--- src/rtl/primitive_assembler_pkg.sv ---
// primitive_assembler_pkg: primitive type codes, output kind codes and FSM states shared by the assembler
package primitive_assembler_pkg;
  localparam logic [3:0] TYPE_POINTS     = 4'd0;
  localparam logic [3:0] TYPE_LINES      = 4'd1;
  localparam logic [3:0] TYPE_LINE_STRIP = 4'd2;
  localparam logic [3:0] TYPE_TRIANGLES  = 4'd3;
  localparam logic [3:0] TYPE_TRI_STRIP  = 4'd4;
  localparam logic [3:0] TYPE_TRI_FAN    = 4'd5;
  localparam logic [1:0] KIND_POINT = 2'd0;
  localparam logic [1:0] KIND_LINE  = 2'd1;
  localparam logic [1:0] KIND_TRI   = 2'd2;
  localparam logic [1:0] KIND_DRAW  = 2'd3;
  typedef enum logic {ST_IDLE, ST_ASSEMBLE} state_t;
  function automatic logic type_valid(input logic [3:0] t);
    return t <= TYPE_TRI_FAN;
  endfunction
endpackage

--- src/rtl/primitive_assembler_fifo.sv ---
// primitive_assembler_fifo: show-ahead FIFO of assembled primitives
//   clk/rst_n: clock, async active-low reset
//   push/din: write side; pop: read side; dout: head entry (show-ahead)
//   count/full/empty: occupancy, all decoded from registered state
module primitive_assembler_fifo #(
  parameter int DEPTH = 4,
  parameter int AW    = 2,
  parameter int W     = 98
) (
  input  logic          clk,
  input  logic          rst_n,
  input  logic          push,
  input  logic [W-1:0]  din,
  input  logic          pop,
  output logic [W-1:0]  dout,
  output logic [AW:0]   count,
  output logic          full,
  output logic          empty
);
  logic [W-1:0]  mem_q [DEPTH];
  logic [W-1:0]  mem_d [DEPTH];
  logic [AW-1:0] wr_q, wr_d, rd_q, rd_d;
  logic [AW:0]   count_q, count_d;
  logic          do_push, do_pop;
  assign full    = count_q == (AW+1)'(DEPTH);
  assign empty   = count_q == '0;
  assign count   = count_q;
  assign dout    = mem_q[rd_q];
  assign do_push = push & ~full;
  assign do_pop  = pop & ~empty;
  always_comb begin
    mem_d   = mem_q;
    wr_d    = do_push ? wr_q + 1'b1 : wr_q;
    rd_d    = do_pop ? rd_q + 1'b1 : rd_q;
    count_d = count_q + (AW+1)'(do_push) - (AW+1)'(do_pop);
    if (do_push) mem_d[wr_q] = din;
  end
  always_ff @(posedge clk or negedge rst_n)
    if (!rst_n) begin
      mem_q   <= '{default: '0};
      wr_q    <= '0;
      rd_q    <= '0;
      count_q <= '0;
    end else begin
      mem_q   <= mem_d;
      wr_q    <= wr_d;
      rd_q    <= rd_d;
      count_q <= count_d;
    end
endmodule

--- src/rtl/primitive_assembler.sv ---
// primitive_assembler: groups decode's vertex events into points, lines and triangles for the rasterizer
//   CLK/RESET_N: clock, async active-low reset
//   Vertex/NewVertex/StartPrimitive/PrimitiveType/EndPrimitive/Draw: one-hot event stream from decode
//   Stall: back-pressure to decode (FIFO full)
//   PRIM_VALID/PRIM_READY/PRIM_KIND/PRIM_V0..2: primitive handshake toward rasterizer
//   PRIM_ERR: sticky protocol error
module primitive_assembler
  import primitive_assembler_pkg::*;
#(
  parameter int FIFO_DEPTH = 4,
  parameter int FIFO_AW    = 2,
  parameter int VERT_W     = 32
) (
  input  logic              CLK,
  input  logic              RESET_N,
  input  logic [VERT_W-1:0] Vertex,
  input  logic              NewVertex,
  input  logic              StartPrimitive,
  input  logic [3:0]        PrimitiveType,
  input  logic              EndPrimitive,
  input  logic              Draw,
  output logic              Stall,
  output logic              PRIM_VALID,
  input  logic              PRIM_READY,
  output logic [1:0]        PRIM_KIND,
  output logic [VERT_W-1:0] PRIM_V0,
  output logic [VERT_W-1:0] PRIM_V1,
  output logic [VERT_W-1:0] PRIM_V2,
  output logic              PRIM_ERR
);
  localparam int ENTRY_W = 2 + 3*VERT_W;
  state_t              state_q, state_d;
  logic [3:0]          type_q, type_d;
  logic [1:0]          vcnt_q, vcnt_d;
  logic [VERT_W-1:0]   win0_q, win0_d, win1_q, win1_d, pivot_q, pivot_d;
  logic                parity_q, parity_d, err_q, err_d;
  logic                emit, accept, multi, full, empty;
  logic [1:0]          kind;
  logic [VERT_W-1:0]   e0, e1, e2;
  logic [ENTRY_W-1:0]  head;
  logic [FIFO_AW:0]    fifo_count;
  primitive_assembler_fifo #(.DEPTH(FIFO_DEPTH), .AW(FIFO_AW), .W(ENTRY_W)) u_fifo (
    .clk(CLK), .rst_n(RESET_N), .push(emit), .din({kind, e0, e1, e2}),
    .pop(PRIM_READY), .dout(head), .count(fifo_count), .full(full), .empty(empty)
  );
  // Stall comes only from the registered count, so a pop this cycle frees space next cycle
  assign Stall      = fifo_count == (FIFO_AW+1)'(FIFO_DEPTH);
  assign accept     = ~Stall & ~full;
  assign multi      = (StartPrimitive & (EndPrimitive | NewVertex | Draw)) | (EndPrimitive & (NewVertex | Draw)) | (NewVertex & Draw);
  assign PRIM_VALID = ~empty;
  assign PRIM_KIND  = empty ? 2'd0 : head[ENTRY_W-1 -: 2];
  assign PRIM_V0    = empty ? '0 : head[3*VERT_W-1 -: VERT_W];
  assign PRIM_V1    = empty ? '0 : head[2*VERT_W-1 -: VERT_W];
  assign PRIM_V2    = empty ? '0 : head[VERT_W-1:0];
  assign PRIM_ERR   = err_q;
  always_comb begin
    state_d  = state_q;
    type_d   = type_q;
    vcnt_d   = vcnt_q;
    win0_d   = win0_q;
    win1_d   = win1_q;
    pivot_d  = pivot_q;
    parity_d = parity_q;
    err_d    = err_q | (accept & multi);
    emit     = 1'b0;
    kind     = KIND_POINT;
    e0       = '0;
    e1       = '0;
    e2       = '0;
    if (accept) begin
      if (StartPrimitive) begin
        // a start inside a primitive implicitly ends it; an invalid type leaves us idle
        state_d  = type_valid(PrimitiveType) ? ST_ASSEMBLE : ST_IDLE;
        err_d    = err_d | ~type_valid(PrimitiveType);
        type_d   = PrimitiveType;
        vcnt_d   = '0;
        parity_d = 1'b0;
      end else if (EndPrimitive) begin
        state_d = ST_IDLE;
      end else if (NewVertex && state_q == ST_IDLE) begin
        err_d = 1'b1;
      end else if (NewVertex) begin
        // win1 always holds the previous vertex, win0 the one before it
        win0_d = win1_q;
        win1_d = Vertex;
        if (vcnt_q == 2'd0) pivot_d = Vertex;
        vcnt_d = (vcnt_q == 2'd2) ? 2'd2 : vcnt_q + 2'd1;
        e2     = Vertex;
        case (type_q)
          TYPE_POINTS: begin
            emit = 1'b1;
            e0   = Vertex;
            e2   = '0;
          end
          TYPE_LINES: if (vcnt_q == 2'd1) begin
            emit   = 1'b1;
            kind   = KIND_LINE;
            e0     = win1_q;
            e1     = Vertex;
            e2     = '0;
            vcnt_d = '0;
          end
          TYPE_LINE_STRIP: if (vcnt_q != 2'd0) begin
            emit = 1'b1;
            kind = KIND_LINE;
            e0   = win1_q;
            e1   = Vertex;
            e2   = '0;
          end
          TYPE_TRIANGLES: if (vcnt_q == 2'd2) begin
            emit   = 1'b1;
            kind   = KIND_TRI;
            e0     = win0_q;
            e1     = win1_q;
            vcnt_d = '0;
          end
          TYPE_TRI_STRIP: if (vcnt_q == 2'd2) begin
            emit     = 1'b1;
            kind     = KIND_TRI;
            e0       = parity_q ? win1_q : win0_q;
            e1       = parity_q ? win0_q : win1_q;
            parity_d = ~parity_q;
          end
          TYPE_TRI_FAN: if (vcnt_q == 2'd2) begin
            emit = 1'b1;
            kind = KIND_TRI;
            e0   = pivot_q;
            e1   = win1_q;
          end
          default: emit = 1'b0;
        endcase
        if (!emit) e2 = '0;
      end else if (Draw) begin
        emit = 1'b1;
        kind = KIND_DRAW;
      end
    end
  end
  always_ff @(posedge CLK or negedge RESET_N)
    if (!RESET_N) begin
      state_q  <= ST_IDLE;
      type_q   <= '0;
      vcnt_q   <= '0;
      win0_q   <= '0;
      win1_q   <= '0;
      pivot_q  <= '0;
      parity_q <= 1'b0;
      err_q    <= 1'b0;
    end else begin
      state_q  <= state_d;
      type_q   <= type_d;
      vcnt_q   <= vcnt_d;
      win0_q   <= win0_d;
      win1_q   <= win1_d;
      pivot_q  <= pivot_d;
      parity_q <= parity_d;
      err_q    <= err_d;
    end
endmodule

--- config.mk ---
export PLATFORM = sky130hd
export DESIGN_NAME = primitive_assembler
export DESIGN_NICKNAME = d
export VERILOG_FILES = /design/src/rtl/primitive_assembler_pkg.sv /design/src/rtl/primitive_assembler_fifo.sv /design/src/rtl/primitive_assembler.sv
export SDC_FILE = /design/constraint.sdc
export NUM_CORES = 1
export LEC_CHECK = 0
export ABC_CLOCK_PERIOD_IN_PS = 5230
export CELL_PAD_IN_SITES_DETAIL_PLACEMENT = 1
export CELL_PAD_IN_SITES_GLOBAL_PLACEMENT = 1
export CORE_MARGIN = 3
export CORE_UTILIZATION = 40
export CTS_CLUSTER_SIZE = 28
export DETAILED_ROUTE_END_ITERATION = 7
export PLACE_DENSITY = 0.67
export SYNTH_ARGS = -nofsm -noshare
export SYNTH_HDL_FRONTEND = slang
export SYNTH_SLANG_ARGS = --single-unit
--- constraint.sdc ---
create_clock -name CLK -period 5.23 [get_ports CLK]
set_input_delay 0.7845 -clock CLK [delete_from_list [all_inputs] [get_ports CLK]]
set_output_delay 0.7845 -clock CLK [all_outputs]
set_load 0.05 [all_outputs]
### Yosys cells after proc, flatten, opt, wreduce, memory -nomap -nowiden

Index checks and enable logic that the tools add are counted.

| operators by class | value |
|---|---|
| muxes and demuxes | 88 |
| bitwise gates (word level) | 23 |
| reductions and logical operators | 18 |
| equal/unequal tests | 10 |
| $lt $le $gt $ge | 4 |
| add/subtract/negate cells | 5 |

Operators by type and width:

| operator | count |
|---|---|
| 2-to-1 mux 32 bit | 32 |
| bitwise mux 392 bit | 1 |
| 2-to-1 mux 98 bit | 3 |
| binary-select mux 98 bit (select 2 bit) | 1 |
| demux 98 bit (select 2 bit) | 1 |
| case mux 32 bit (6 select lines) | 1 |
| case mux 32 bit (4 select lines) | 1 |
| case mux 32 bit (3 select lines) | 1 |
| 2-to-1 mux 2 bit | 15 |
| 2-to-1 mux 1 bit | 29 |
| AND reduction 6 bit | 2 |
| nonzero test 2 bit | 5 |
| == test 4 x 2 -> 1 bit (second input constant) | 2 |
| == test 4 x 3 -> 1 bit (second input constant) | 2 |
| inverter 1 bit | 8 |
| OR 1 bit | 7 |
| adder 2 x 1 -> 2 bit (second input constant) | 3 |
| bitwise AND 1 bit | 6 |
| greater-or-equal comparator 3 bit (second input constant) | 2 |
| inverter 2 -> 3 bit | 2 |
| case mux 2 bit (3 select lines) | 1 |
| AND reduction 5 bit | 1 |
| == test 4 x 1 -> 1 bit (second input constant) | 1 |
| <= comparator 4 x 3 -> 1 bit (second input constant) | 1 |
| other kinds (17) | 20 |

| storage, ports and cells | value |
|---|---|
| output and inout port bits | 101 |
| logic and storage cells | 163 |
| input port bits | 43 |
| register bits | 504 |

### Longest topological paths before layout

Gate-level depths: netlist of run 1.

| depth | value |
|---|---|
| depth after elaboration | 16 |
| mapped depth | 10 |
| mapped depth without buffers | 8 |

### By module

Synthesis of run 1 repeated with hierarchy kept, for this count alone.

| unflattened totals | value |
|---|---|
| cell total of the unflattened synthesis | 3324 |
| area total of the unflattened synthesis | 33956.3 um^2 |

Modules (own cells, without submodules):

| module | seq. area each (um^2) | area each (um^2) | times used | cells an instance |
|---|---|---|---|---|
| primitive_assembler_fifo | 9984.6 | 26955.9 | 1 | 2467 |
| primitive_assembler | 2627.5 | 7000.5 | 1 | 857 |

### Least setup slack after synthesis of run 1

OpenSTA, ideal clock, no wires.

| path | value |
|---|---|
| path kind | reg-to-output |
| from | register u_fifo.rd_q[0] |
| to | output PRIM_KIND[0] |
| buffers on the path | 2 |
| required time | 4.445 ns |
| arrival | 1.971 ns |
| path slack | 2.474 ns |
| stages on the path, launching flop included | 5 |
| path through | dfrtp_1 -> clkbuf_1 -> buf_1 -> mux4_2 -> and2_1 |

| between the ends | value |
|---|---|
| word-level cells in the longest chain between the ends | 5 |

RTL lines:

| what | RTL line | RTL |
|---|---|---|
| from (decl) | primitive_assembler_fifo.sv:22 | `logic [AW-1:0] wr_q, wr_d, rd_q, rd_d;` |
| from (signal assigned) | primitive_assembler_fifo.sv:47 | `rd_q <= rd_d;` |
| inverter 2 -> 3 bit (not written as such) | primitive_assembler_fifo.sv:28 | `assign dout = mem_q[rd_q];` |
| binary-select mux 98 bit (select 2 bit) | primitive_assembler_fifo.sv:28 |  |
| 2-to-1 mux 98 bit (not written as such) (2 in a row) | primitive_assembler_fifo.sv:28 |  |
| 2-to-1 mux 2 bit | primitive_assembler.sv:51 | `assign PRIM_KIND = empty ? 2'd0 : head[ENTRY_W-1 -: 2];` |
| to (decl) | primitive_assembler.sv:25 | `output logic [1:0] PRIM_KIND,` |

Every way passes these cells. The select of a mux whose other input is x is not followed.

### Final worst setup path of run 1

| path | value |
|---|---|
| from | register u_fifo.rd_q[1] |
| to | output PRIM_V1[14] |

| between the ends | value |
|---|---|
| word-level cells in the longest chain between the ends | 5 |

RTL lines:

| what | RTL line | RTL |
|---|---|---|
| inverter 2 -> 3 bit (not written as such) | primitive_assembler_fifo.sv:28 |  |
| binary-select mux 98 bit (select 2 bit) | primitive_assembler_fifo.sv:28 |  |
| 2-to-1 mux 98 bit (not written as such) (2 in a row) | primitive_assembler_fifo.sv:28 |  |
| 2-to-1 mux 32 bit | primitive_assembler.sv:53 | `assign PRIM_V1 = empty ? '0 : head[2*VERT_W-1 -: VERT_W];` |
| to (decl) | primitive_assembler.sv:27 | `output logic [VERT_W-1:0] PRIM_V1,` |

Every way passes these cells. The select of a mux whose other input is x is not followed.

==> results.yml, run 1 <==
grt:
  antenna_found_initial: 5
  gr-total-overflow: 0
  grt_pass1_vias: 17667
  grt_max_degree: 114
  grt_use_total_pct: 23.4
  grt_pass1_wl_um: 110000
route:
  dr.pass1.iters: 6
  routedWlPerCell_um: 25.4
  drt_wl_total_um: 69900
  postRouteAntennaNets: 0
  drc_errors: 0
  route.met2.wl_um: 34200
  met1_length_um: 31300
  vias: 16268
  drt-initial-drc-count: 1213
  top_layer: "met4"
  wl_met3_um: 2810
  viasPerCell: 5.90
power_and_ir_drop:
  p_comb_share_pct: 17.7
  power.share.clock_pct: 36.9
  switching_power_mw: 3.11
  pwr-share-seq_pct: 45.4
  power.leakage_nw: 11.6
  p_per_area_nw_per_um2: 392
  p_int_mw: 7.47
  peakVddDrop_uv: 255
  sw_frac_of_total_pct: 29.4
synthesis:
  syn_inst: 1881
  synthFlopType: "dfrtp_1"
  ys_ff_latch: 504
  synth-seq-area-share_pct: 54.7
  avgSynthCellArea_um2: 12.3
  async_reset_ff_share_pct: 100
  syn_area_um2: 23100
  yosysWarningCount: 0
  ys_types: 61
  synth-edff-count: 0
  synth_fp_nets: 1935
floorplan:
  io_pins: 144
  die-area_um2: 60600
  die_h_um: 246
  row_count: 87
  chipWidth_um: 246
  initial_utilization_pct: 40.7
  core_um2: 56700
cts:
  cts_root_buf: "clkbuf_16"
  htreeDepth: 2
  cts_tree: "built"
  cts_buffer_depth: 3
  cts_buffers: 55
  clk_pin_slew_ns: 0.06
  cts.sinks: 504
  ctsResizeCount: 0
  postCtsSetupBuffers: 0
  clkLatencyLatePin_ns: 0.61
  ctsHoldBuffers: 0
run:
  maxCapViolations: 0
timing:
  worstMarginPinSlew_ns: 1.18
  hold_violations: 0
  maxSlewViolCount: 0
  rsz0062_at_grt: "no"
  final.setup.worst_slack_ns: 1.12
  fin_skew_ns: 0.0266
  fin_setup_tns_ns: 0
  slew_headroom_pct: 21.2
  fin_crit_sh_pct: 78.6
  hold_ws_ns: 0.239
  finalSetupViolations: 0
  period_needed_ns: 4.11
  fmax_mhz: 243
status:
  status: "finished clean"
worst_setup_path:
  r2r_cells: 5
  cp-start-kind: "flip-flop"
  worstSetupPathType: "reg2out"
  r2r_start: "type_q[0]$_DFFE_PN0P_"
  arrival_ns: 3.33
  cp_max_fo: 40
  worstSetupEndpointType: "output port"
  rrSetupSlack_ns: 1.72
  required_ns: 4.45
  timing.rr.end: "u_fifo.mem_q[94]$_DFFE_PN0P_"
finish:
  fillers: 5762
  fin_nets: 2014
  final_util_pct: 47.6
  drive_gt1_share_pct: 17.0
  areaGrowthSynthToFinish_pct: 17.1
placement:
  hpwl_um: 44000
  gp_congestion: 0.786
  portBuffers: 143
  pre_cts_ws_ns: 1.70
min_path:
  hold_class: "in2async"
-- cell usage in the layout, fill, tap and decap left out, types with 2 or more instances in the layout --
cell	Yosys	layout
ha_1	10	10
diode_2	0	3
mux2_2	100	100
o22ai_1	2	2
xor2_1	2	2
and3_1	4	4
o21ai_0	200	200
buf_4	7	28
dfrtp_4	0	2
nand3b_1	3	3
o21ai_1	29	29
buf_12	0	8
clkbuf_8	0	11
a222oi_1	19	19
nand2b_1	6	6
a21oi_1	3	3
inv_2	2	2
nor4_4	0	3
a221o_1	63	63
clkdlybuf4s50_1	0	142
a22o_1	180	180
nand2_1	269	269
mux4_2	98	98
clkbuf_1	103	12
bufinv_16	0	4
dfrtp_1	504	502
nor2_1	7	5
clkbuf_16	0	57
a22oi_1	15	15
nor2b_1	2	2
inv_1	10	10
xnor2_1	3	3
o311ai_4	1	4
clkinv_2	0	9
and2_1	155	155
-- critical path: stages, from the launching register on --
cell and delay [ns]:
dfrtp_4 0.91, buf_4 0.50, mux4_2 0.41, and2_1 0.18
clkdlybuf4s50_1 0.69
-- through the flow --
step | cell area (um2) | total power, mW | instances
after floorplan | 23100 | 6.01 | 1881
after global placement | 25200 | 6.67 | 2659
after detailed placement | 25200 | 6.76 | 2659
after CTS | 27000 | 10.7 | 2753
after global routing | 27000 | 11.1 | 2754
final | 27000 | 10.6 | 2756
-- layout make-up --
class,instances,area [um2],share of cell area (%)
Tap cell,756,946,3.50
Sequential cell,504,12600,46.7
Clock buffer,80,1620,6.01
Multi-Input combinational cell,1207,9780,36.2
Clock inverter,14,174,0.644
Antenna cell,3,7.51,0.0278
Timing Repair Buffer,179,1810,6.69
Inverter,13,48.8,0.181
-- state kept, by name, indices dropped and copies added, names as in the netlist --
register      flops
PRIM_ERR          1
parity_q          1
pivot_q          32
state_q           1
type_q            4
u_fifo.count      3
u_fifo.mem_q    392
u_fifo.rd_q       2
u_fifo.wr_q       2
vcnt_q            2
win0_q           32
win1_q           32
-- Yosys cell counts, types with 2 or more instances --
| library cell | count | share of area, % |
|---|---|---|
| a21oi_1 | 3 | 0.065 |
| a221o_1 | 63 | 2.7 |
| a222oi_1 | 19 | 0.82 |
| a22o_1 | 180 | 6.8 |
| a22oi_1 | 15 | 0.49 |
| and2_1 | 155 | 4.2 |
| and3_1 | 4 | 0.11 |
| buf_1 | 14 | 0.23 |
| buf_2 | 23 | 0.50 |
| buf_4 | 7 | 0.23 |
| buf_6 | 10 | 0.49 |
| clkbuf_1 | 103 | 1.7 |
| dfrtp_1 | 504 | 55 |
| ha_1 | 10 | 0.54 |
| inv_1 | 10 | 0.16 |
| inv_2 | 2 | 0.033 |
| mux2_2 | 100 | 4.9 |
| mux4_2 | 98 | 9.6 |
| nand2_1 | 269 | 4.4 |
| nand2b_1 | 6 | 0.16 |
| nand3b_1 | 3 | 0.098 |
| nor2_1 | 7 | 0.11 |
| nor2b_1 | 2 | 0.054 |
| nor4_1 | 2 | 0.054 |
| nor4_2 | 2 | 0.11 |
| o21ai_0 | 200 | 4.3 |
| o21ai_1 | 29 | 0.63 |
| o22ai_1 | 2 | 0.054 |
| o311ai_2 | 3 | 0.21 |
| or3_1 | 2 | 0.054 |
| xnor2_1 | 3 | 0.11 |
| xor2_1 | 2 | 0.076 |
-- how the worst max path moves through the flow --
stage / start / end / slack (ns) / cells past startpoint
final: u_fifo.rd_q[1]$_DFFE_PN0P_ / PRIM_V1[14] / 1.12 / 4
after global routing: u_fifo.count[1]$_DFF_PN0_ / PRIM_V1[21] / 0.94 / 4
after CTS: u_fifo.rd_q[1]$_DFFE_PN0P_ / PRIM_V1[14] / 1.07 / 4
after detailed placement: NewVertex / u_fifo.mem_q[301]$_DFFE_PN0P_ / 1.70 / 5
after global placement: u_fifo.rd_q[1]$_DFFE_PN0P_ / PRIM_V1[7] / 1.73 / 4
after floorplan: u_fifo.rd_q[0]$_DFFE_PN0P_ / PRIM_KIND[0] / 2.47 / 4
-- cells by family after synthesis --
kind of cell	share of synthesized area (%)
AO/OA/AOI/OAI	16.9
XOR/XNOR	0.190
adder cells (fa/ha/maj)	0.629
buffers and inverters	3.33
flip-flops	54.7
multiplexers	14.5
AND/OR/NAND/NOR	9.77
-- power groups by stage --
stage	sequential (mW)	clock (mW)	combinational [mW]
finish	4.80	3.91	1.87
global route	4.87	4.17	2.02
CTS	4.79	3.99	1.91
detailed placement	4.86	0	1.90
global placement	4.82	0	1.85
floorplan	4.58	0	1.43
-- routing by layer --
layer / vias to the layer above / track usage [%]
li1: 7088 / -
met1: 8760 / 32.4
met2: 336 / 39.1
met3: 84 / 2.79
met4: 0 / 6.36
met5: - / 0
Power figures use the tool's default switching activity.
==> inputs of run 2 (changes only) <==
--- a/config.mk
+++ b/config.mk
@@ -5,14 +5,14 @@
 export SDC_FILE = /design/constraint.sdc
 export NUM_CORES = 1
 export LEC_CHECK = 0
-export ABC_CLOCK_PERIOD_IN_PS = 5230
+export ABC_CLOCK_PERIOD_IN_PS = 3350
 export CELL_PAD_IN_SITES_DETAIL_PLACEMENT = 1
 export CELL_PAD_IN_SITES_GLOBAL_PLACEMENT = 1
 export CORE_MARGIN = 3
 export CORE_UTILIZATION = 40
 export CTS_CLUSTER_SIZE = 28
 export DETAILED_ROUTE_END_ITERATION = 7
-export PLACE_DENSITY = 0.67
+export PLACE_DENSITY = 0.69
 export SYNTH_ARGS = -nofsm -noshare
 export SYNTH_HDL_FRONTEND = slang
 export SYNTH_SLANG_ARGS = --single-unit
==> constraint.sdc (replaced) <==
create_clock -name CLK -period 3.35 [get_ports CLK]
set_input_delay 0.5025 -clock CLK [delete_from_list [all_inputs] [get_ports CLK]]
set_output_delay 0.5025 -clock CLK [all_outputs]
set_load 0.05 [all_outputs]
==> results.yml, run 2 (synthesized netlist as in run 1, its figures left out) <==
worst_setup_path:
  critical_path.top_delay_family: "buffers and inverters"
  worstSetupEndpointType: "output port"
  slowest_delay_ns: 0.71
  path_cells: "buf_12 > buf_4 > mux4_2 > and2_1 > clkdlybuf4s50_1"
  cp_max_fo: 7
  worstSetupPathType: "reg2out"
  required_ns: 2.85
  cp-start-kind: "flip-flop"
  slowest_stage: "clkdlybuf4s50_1"
  cp-startpoint: "u_fifo.rd_q[0]$_DFFE_PN0P_"
  r2r_start: "type_q[1]$_DFFE_PN0P_"
  arrival_ns: 2.79
  worstPathBufferInverterCount: 3
timing:
  finalSetupViolations: 0
  worstMarginPinSlew_ns: 1.01
  fin_skew_ns: 0.0211
  fmax_mhz: 304
  rsz0062_at_grt: "no"
  fin_crit_sh_pct: 98.2
  slew_headroom_pct: 32.4
  hold_violations: 0
  period_needed_ns: 3.29
  fin_setup_tns_ns: 0
  maxSlewViolCount: 0
grt:
  gr-total-overflow: 0
  use_met2_pct: 38.9
  grt_use_total_pct: 23.9
  top_usage_layer: "met2"
  grtUsageMet1_pct: 33.3
  antenna_found_initial: 7
  grt_pass1_wl_um: 112000
  grt_max_degree: 109
  grt_pass1_vias: 18088
  grt_util_met3_pct: 3.34
cts:
  cts.sinks: 504
  clkLatencyLatePin_ns: 0.61
  clk_pin_slew_ns: 0.06
  cts_buffers: 55
  htreeDepth: 2
  cts_tree: "built"
  cts_root_buf: "clkbuf_16"
  cts_buffer_depth: 3
floorplan:
  io_pins: 144
  row_count: 87
  die-area_um2: 60600
  initial_utilization_pct: 40.7
  chipWidth_um: 246
  die_h_um: 246
  core_um2: 56700
finish:
  fin_area_um2: 27700
  final_common_cell: "dfrtp_1"
  areaGrowthSynthToFinish_pct: 20.2
  drive_gt1_share_pct: 19.2
  mostFrequentLayoutCells: "502 x dfrtp_1, 269 x nand2_1, 200 x o21ai_0"
  fin_nets: 2069
  fillers: 5745
  largest_register: "u_fifo.mem_q"
  largest_reg_flops: 392
min_path:
  hp-start: "u_fifo.mem_q[101]$_DFFE_PN0P_"
  hold_class: "reg2reg"
power_and_ir_drop:
  p_total_mw: 16.7
  p_per_area_nw_per_um2: 604
  power.leakage_nw: 13.0
  peakVddDrop_uv: 382
placement:
  gp_congestion: 0.816
  dpl_cell_area_um2: 25800
  hpwl_um: 45500
  portBuffers: 143
route:
  postRouteAntennaNets: 0
  drt_wl_total_um: 71500
  vias: 16660
  drc_errors: 0
  drt-initial-drc-count: 1326
  routedWlPerCell_um: 25.4
  viasPerCell: 5.91
  dr.pass1.iters: 5
run:
  maxCapViolations: 0
status:
  status: "finished clean"
## run 2: final cells by class
| class | instances | area, um2 | share of cell area (%) |
|---|---|---|---|
| Timing Repair Buffer | 234 | 2540 | 9.16 |
| Clock buffer | 81 | 1570 | 5.68 |
| Sequential cell | 504 | 12600 | 45.5 |
| Antenna cell | 4 | 10.0 | 0.0361 |
| Tap cell | 756 | 946 | 3.41 |
| Inverter | 13 | 48.8 | 0.176 |
| Multi-Input combinational cell | 1207 | 9770 | 35.2 |
| Clock inverter | 19 | 213 | 0.767 |
## run 2: repair_timing
action | CTS | global route
buffers inserted | 4 | 0
cloned | 0 | 0
hold endpoints to repair | 83 | 0
resized for setup | 58 | 38
endpoints found under the setup margin | 98 | 38
hold buffers | 1 | 0
## run 2: worst paths after layout
kind | end | slack (ns) | cells past startpoint
max | PRIM_V0[15] | 0.06 | 5
min | u_fifo.mem_q[101]$_DFFE_PN0P_ | 0.48 | 2
max reg2reg | u_fifo.mem_q[80]$_DFFE_PN0P_ | 0.48 | 6
min reg2reg | u_fifo.mem_q[101]$_DFFE_PN0P_ | 0.48 | 2
max in group asynchronous | u_fifo.mem_q[78]$_DFFE_PN0P_ | 1.87 | 3
min in group asynchronous | u_fifo.mem_q[344]$_DFFE_PN0P_ | 0.51 | 2
## run 2: through the flow
step	instances	hold slack [ns]	setup slack (ns)	util (%)
after CTS	2814	0.482	0.000105	48.7
after global routing	2816	0.498	0.00119	48.9
after floorplan	1881	0.207	0.786	-
after global placement	2709	0.456	0.292	45.5
final	2818	0.477	0.0614	48.9
after detailed placement	2709	0.468	0.282	45.5
## run 2: report_power, final
part           total, mW  switching [mW]  internal [mW]
registers           7.29           0.588           6.71
logic               3.39            1.86           1.53
clock network       6.06            2.51           3.55
total               16.7            4.95           11.8
## run 2: tightest hold or removal path: stages (launching register included)
cell and delay (ns):
dfrtp_1 0.34, nand2_1 0.04, o21ai_0 0.06
## run 2: metal layers
layer / up-vias / wire length [um]
li1: 7228 / -
met1: 8914 / 31600
met2: 414 / 34500
met3: 100 / 3240
met4: 4 / 2070
met5: - / 34
